[config.mk]
export PLATFORM = sky130hd
export DESIGN_NAME = vga_timing_gen
export DESIGN_NICKNAME = d
export VERILOG_FILES = /design/src/rtl/vga_timing_gen.sv
export SDC_FILE = /design/constraint.sdc
export NUM_CORES = 1
export LEC_CHECK = 0
export CAP_MARGIN = 0
export CORE_MARGIN = 3
export CORE_UTILIZATION = 30
export DETAILED_ROUTE_END_ITERATION = 8
export SETUP_SLACK_MARGIN = 0.5
export SYNTH_ARGS = -nofsm -noshare
export SYNTH_HDL_FRONTEND = slang
export SYNTH_SLANG_ARGS = --single-unit
[constraint.sdc]
create_clock -name clk_i -period 2.5 [get_ports clk_i]
set_input_delay 0.625 -clock clk_i [delete_from_list [all_inputs] [get_ports clk_i]]
set_output_delay 0.625 -clock clk_i [all_outputs]
set_load 0.01 [all_outputs]
[src/rtl/vga_timing_gen.sv]
// Raster timing generator: pixel/line counters, sync, blanking and strobes in the pixel clock domain.
// Optional vblank interrupt enabled by defining VGA_TIMING_IRQ_EN.
module vga_timing_gen #(
  parameter int H_ACTIVE = 640,
  parameter int H_FP     = 16,
  parameter int H_SYNC   = 96,
  parameter int H_BP     = 48,
  parameter int V_ACTIVE = 480,
  parameter int V_FP     = 10,
  parameter int V_SYNC   = 2,
  parameter int V_BP     = 33,
  parameter bit HS_POL   = 1'b0,
  parameter bit VS_POL   = 1'b0
) (
  input  logic        clk_i,
  input  logic        rst_i,
  input  logic        pix_ce_i,
  output logic [15:0] x_o,
  output logic [15:0] y_o,
  output logic        active_o,
  output logic        hs_o,
  output logic        vs_o,
  output logic        vblank_o,
  output logic        line_start_o,
  output logic        frame_start_o,
  output logic        irq_o,
  input  logic        irq_ack_i
);

  localparam logic [15:0] H_TOTAL   = 16'(H_ACTIVE + H_FP + H_SYNC + H_BP);
  localparam logic [15:0] V_TOTAL   = 16'(V_ACTIVE + V_FP + V_SYNC + V_BP);
  localparam logic [15:0] H_VIS     = 16'(H_ACTIVE);
  localparam logic [15:0] V_VIS     = 16'(V_ACTIVE);
  localparam logic [15:0] HS_START  = 16'(H_ACTIVE + H_FP);
  localparam logic [15:0] HS_END    = 16'(H_ACTIVE + H_FP + H_SYNC);
  localparam logic [15:0] VS_START  = 16'(V_ACTIVE + V_FP);
  localparam logic [15:0] VS_END    = 16'(V_ACTIVE + V_FP + V_SYNC);

  logic [15:0] x_nxt;
  logic [15:0] y_nxt;
  logic        active_nxt;
  logic        hs_nxt;
  logic        vs_nxt;
  logic        vblank_nxt;
  logic        line_start_nxt;
  logic        frame_start_nxt;

  // NOTE: every signal written here gets a default first so no latch is inferred.
  always_comb begin
    x_nxt = x_o;
    y_nxt = y_o;
    if (pix_ce_i) begin
      if (x_o == H_TOTAL - 16'd1) begin
        x_nxt = 16'd0;
        y_nxt = (y_o == V_TOTAL - 16'd1) ? 16'd0 : y_o + 16'd1;
      end else begin
        x_nxt = x_o + 16'd1;
      end
    end
  end

  // Outputs decode the next position so they line up with x_o/y_o in the same cycle.
  always_comb begin
    active_nxt      = (x_nxt < H_VIS) && (y_nxt < V_VIS);
    vblank_nxt      = (y_nxt >= V_VIS);
    hs_nxt          = ((x_nxt >= HS_START) && (x_nxt < HS_END)) ? HS_POL : ~HS_POL;
    vs_nxt          = ((y_nxt >= VS_START) && (y_nxt < VS_END)) ? VS_POL : ~VS_POL;
    line_start_nxt  = pix_ce_i && (x_nxt == 16'd0);
    frame_start_nxt = line_start_nxt && (y_nxt == 16'd0);
  end

  // NOTE: sequential state uses non-blocking assignments so all registers update together.
  always_ff @(posedge clk_i or posedge rst_i) begin
    if (rst_i) begin
      x_o           <= H_TOTAL - 16'd1;
      y_o           <= V_TOTAL - 16'd1;
      active_o      <= 1'b0;
      vblank_o      <= 1'b1;
      hs_o          <= ~HS_POL;
      vs_o          <= ~VS_POL;
      line_start_o  <= 1'b0;
      frame_start_o <= 1'b0;
    end else begin
      x_o           <= x_nxt;
      y_o           <= y_nxt;
      active_o      <= active_nxt;
      vblank_o      <= vblank_nxt;
      hs_o          <= hs_nxt;
      vs_o          <= vs_nxt;
      line_start_o  <= line_start_nxt;
      frame_start_o <= frame_start_nxt;
    end
  end

`ifdef VGA_TIMING_IRQ_EN
  logic irq_set;

  assign irq_set = line_start_nxt && (y_nxt == V_VIS);

  // A set on the same edge as an ack takes priority so no vblank entry is lost.
  always_ff @(posedge clk_i or posedge rst_i) begin
    if (rst_i) begin
      irq_o <= 1'b0;
    end else if (irq_set) begin
      irq_o <= 1'b1;
    end else if (irq_ack_i) begin
      irq_o <= 1'b0;
    end
  end
`else
  logic unused_irq_ack;

  assign unused_irq_ack = irq_ack_i;
  assign irq_o          = 1'b0;
`endif

endmodule

==> impl_metrics.toml <==
[layout]
fillers = 660
design_area_um2 = 3651
antenna_cells = 0
nets = 359
area_growth_syn_to_layout_pct = 62.38
drive_above_1_share_pct = 40.51

[yosys]
mean_instance_size_in_the_synthesized_netlist_um2 = 9.733
synth_warn = 0
yosys.area.top_type_share_pct = 27.82
syn-cell-area_um2 = 2248
synth_nets = 238
synth_seq_cells = 38
share_of_flip_flops_with_an_asynchronous_set_or_reset_pct = 100.0
yosysMostFrequentCell = "sky130_fd_sc_hd__dfrtp_1"
syn-instance-count = 231
yosys.cell_types.count = 51
sequential_fraction_of_the_synthesis_area_pct = 43.02
number_of_flops_mapped_to_enable_cells_by_yosys = 0
yosys-top-cells-area = "sky130_fd_sc_hd__dfrtp_1, sky130_fd_sc_hd__dfstp_2, sky130_fd_sc_hd__xnor2_1, sky130_fd_sc_hd__xor2_1, sky130_fd_sc_hd__nand2_1"
ys_dominant_reg_cell = "sky130_fd_sc_hd__dfrtp_1"
synth_top_area_cell = "sky130_fd_sc_hd__dfrtp_1"
synthTopCellsByCount = "sky130_fd_sc_hd__dfrtp_1, sky130_fd_sc_hd__xnor2_1, sky130_fd_sc_hd__nand2_1, sky130_fd_sc_hd__dfstp_2, sky130_fd_sc_hd__nand3_1"

[critical_path]
worst_r2r_path_depth = 8
worst_setup_path_end_kind = "flip-flop"
worst_ep_arrival_time_ns = 2.76
ws_path_type = "reg -> reg"
critPathMaxFanout = 4
timing.critical_path.required_ns = 2.70
regToRegSetupSlack_ns = -0.07
timing.critical_path.from_type = "flip-flop"
regToRegStartpoint = "x_o[0]"
worst_r2r_end = "frame_start_o"

[route]
wl_per_cell_um = 14.54
wl_mm = 6.527
drt-initial-drc-count = 244
num_vias = 2167
drcViolationCount = 0
via_per_inst = 4.826
first_pass_iters = 4
postRouteAntennaNets = 0

[clock_tree]
cts.path.max_buffers = 2
numClockSinks = 38
ctsRootBufferMaster = "sky130_fd_sc_hd__clkbuf_8"
hold_bufs_inserted_after_cts = 0
tritoncts = "yes"
cts.htree.levels = 2
total_clock_buffers_created_by_cts = 5
clk_pin_slew_worst_paths_ns = 0.07
clk-insertion-delay-late_ns = 0.29

[timing]
period_needed_ns = 2.566
fmaxAchievable_ghz = 0.3898
post-route-worst-setup-slack_ns = -0.06564
post-route-period-util_pct = 102.6
setup-violations-final = 2
number_of_failing_hold_endpoints_at_the_final_stage = 0
grt_setup_unrepaired = "yes"
final_max_slew_viol_count = 0
final.setup_skew_ns = 0.006976

[placement]
globalplace.congestion = 0.8178
post_dp_cell_area_um2 = 3231
placed_wire_length_estimate_mm = 4.699
place.port_buffers = 40
place_ws_ns = -0.6578

[die]
die_width_um = 92.57
initial_core_util_pct = 32.03
die-area_um2 = 8569
placement_rows = 30
ios = 43
floorplan.die.height_um = 92.57
coreArea_um2 = 7019

[min_path]
hp-start = "x_o[15]"
worstHoldEndpoint = "x_o[15]"
min_path_type = "reg -> reg"
whs_path_depth = 1

[power]
vdd_drop_max_uv = 398.8
total_leakage_power_nw = 1.838
total_power_consumption_mw = 1.990
power.density_nw_per_um2 = 545.0

[global_route]
grt.overflow.total = 0
grt_antenna_before_repair = 0
via_count_of_the_first_global_routing_pass = 2064
grt_max_degree = 39
global_route.usage.total_pct = 15.16
grt_first_pass_wirelength_mm = 10.40

[status]
run_status = "finished with violations"
failing_checks = "setup timing"

[run]
drv.max_cap_violation_count = 0
-- report_power, final --
| part | internal [mW] | switching [mW] |
|---|---|---|
| sequential | 0.706 | 0.0707 |
| combinational | 0.409 | 0.361 |
| clock | 0.222 | 0.221 |
-- repair_timing --
action	CTS	global route
setup buffers	7	15
pin swaps	5	15
endpoints found under the setup margin	38	23
resized for setup	36	30
-- final cells by class --
type / instances / area (um2) / share of cell area [%]
clock inverters: 2 / 12.51 / 0.3427
well taps: 96 / 120.1 / 3.290
clock buffers: 6 / 82.58 / 2.262
multi-input cells: 171 / 1369 / 37.49
inverters: 11 / 41.29 / 1.131
flip-flops and latches: 38 / 968.4 / 26.53
repair buffers: 125 / 1057 / 28.96
-- placed cells by master, fill, tap and decap left out, types with 9 or more instances in the layout --
| cell | instances |
|---|---|
| sky130_fd_sc_hd__inv_1 | 10 |
| sky130_fd_sc_hd__nand2_1 | 18 |
| sky130_fd_sc_hd__nand4_1 | 9 |
| sky130_fd_sc_hd__xor2_1 | 9 |
| sky130_fd_sc_hd__clkdlybuf4s50_1 | 14 |
| sky130_fd_sc_hd__xnor2_1 | 19 |
| sky130_fd_sc_hd__nand3_1 | 11 |
| sky130_fd_sc_hd__nor2_1 | 10 |
| sky130_fd_sc_hd__dfrtp_1 | 24 |
| sky130_fd_sc_hd__buf_4 | 81 |
| sky130_fd_sc_hd__and3_1 | 9 |
| sky130_fd_sc_hd__dfstp_2 | 13 |
| sky130_fd_sc_hd__dlygate4sd2_1 | 14 |
-- layer usage --
metal	vias up	global-route usage [%]	routed length, um
met5	-	0	0
met4	0	5.693	94
met3	7	1.868	246
met2	55	23.32	3134
met1	1037	21.66	3052
li1	1068	-	-
-- cells by family (layout without fill, tap and decap cells) --
group | count (synthesis) | in the layout | share of synthesized area [%]
other cells | 1 | 1 | 0.1668
buf+inv | 22 | 144 | 4.674
simple gates | 113 | 113 | 31.16
xor+xnor | 30 | 30 | 11.69
compound gates | 19 | 19 | 5.398
flops | 38 | 38 | 43.02
mux | 5 | 5 | 2.226
fa+ha+maj | 3 | 3 | 1.670
-- sequential cells by signal, indices dropped and copies added (netlist names) --
signal	cells
line_start_o	1
vblank_o	1
y_o	16
hs_o	1
x_o	16
active_o	1
vs_o	1
frame_start_o	1
-- worst max path at each step --
stage	slack (ns)	startpoint	to	cells past startpoint
2_1_floorplan	-0.03	x_o[12]	vs_o	8
3_3_place_gp	-0.61	pix_ce_i	frame_start_o	9
3_5_place_dp	-0.66	pix_ce_i	frame_start_o	9
4_1_cts	-0.01	x_o[8]	frame_start_o	7
5_1_grt	-0.18	x_o[2]	frame_start_o	8
6_report	-0.07	x_o[0]	frame_start_o	8
-- metrics by stage --
step,util [%],cells,hold slack [ns],TNS [ns]
after detailed placement,46.03,419,0.5177,-2.949
after global routing,52.01,449,0.5482,-0.3611
after global placement,46.03,419,0.5083,-2.547
after CTS,48.79,434,0.5331,-0.01423
final,52.01,449,0.5226,-0.1212
after floorplan,-,231,0.5189,-0.03146
-- worst max-delay path, cell delays in order (launching register included) --
cell and delay (ns):
sky130_fd_sc_hd__dfstp_2 0.57, sky130_fd_sc_hd__buf_6 0.11, sky130_fd_sc_hd__buf_4 0.12, sky130_fd_sc_hd__nand4_1 0.15, sky130_fd_sc_hd__xor2_1 0.29, sky130_fd_sc_hd__nor2_4 0.07, sky130_fd_sc_hd__or4b_4 0.48, sky130_fd_sc_hd__or4_4 0.44
sky130_fd_sc_hd__nor4_2 0.26
No activity file was read; power rests on OpenSTA's default activity.
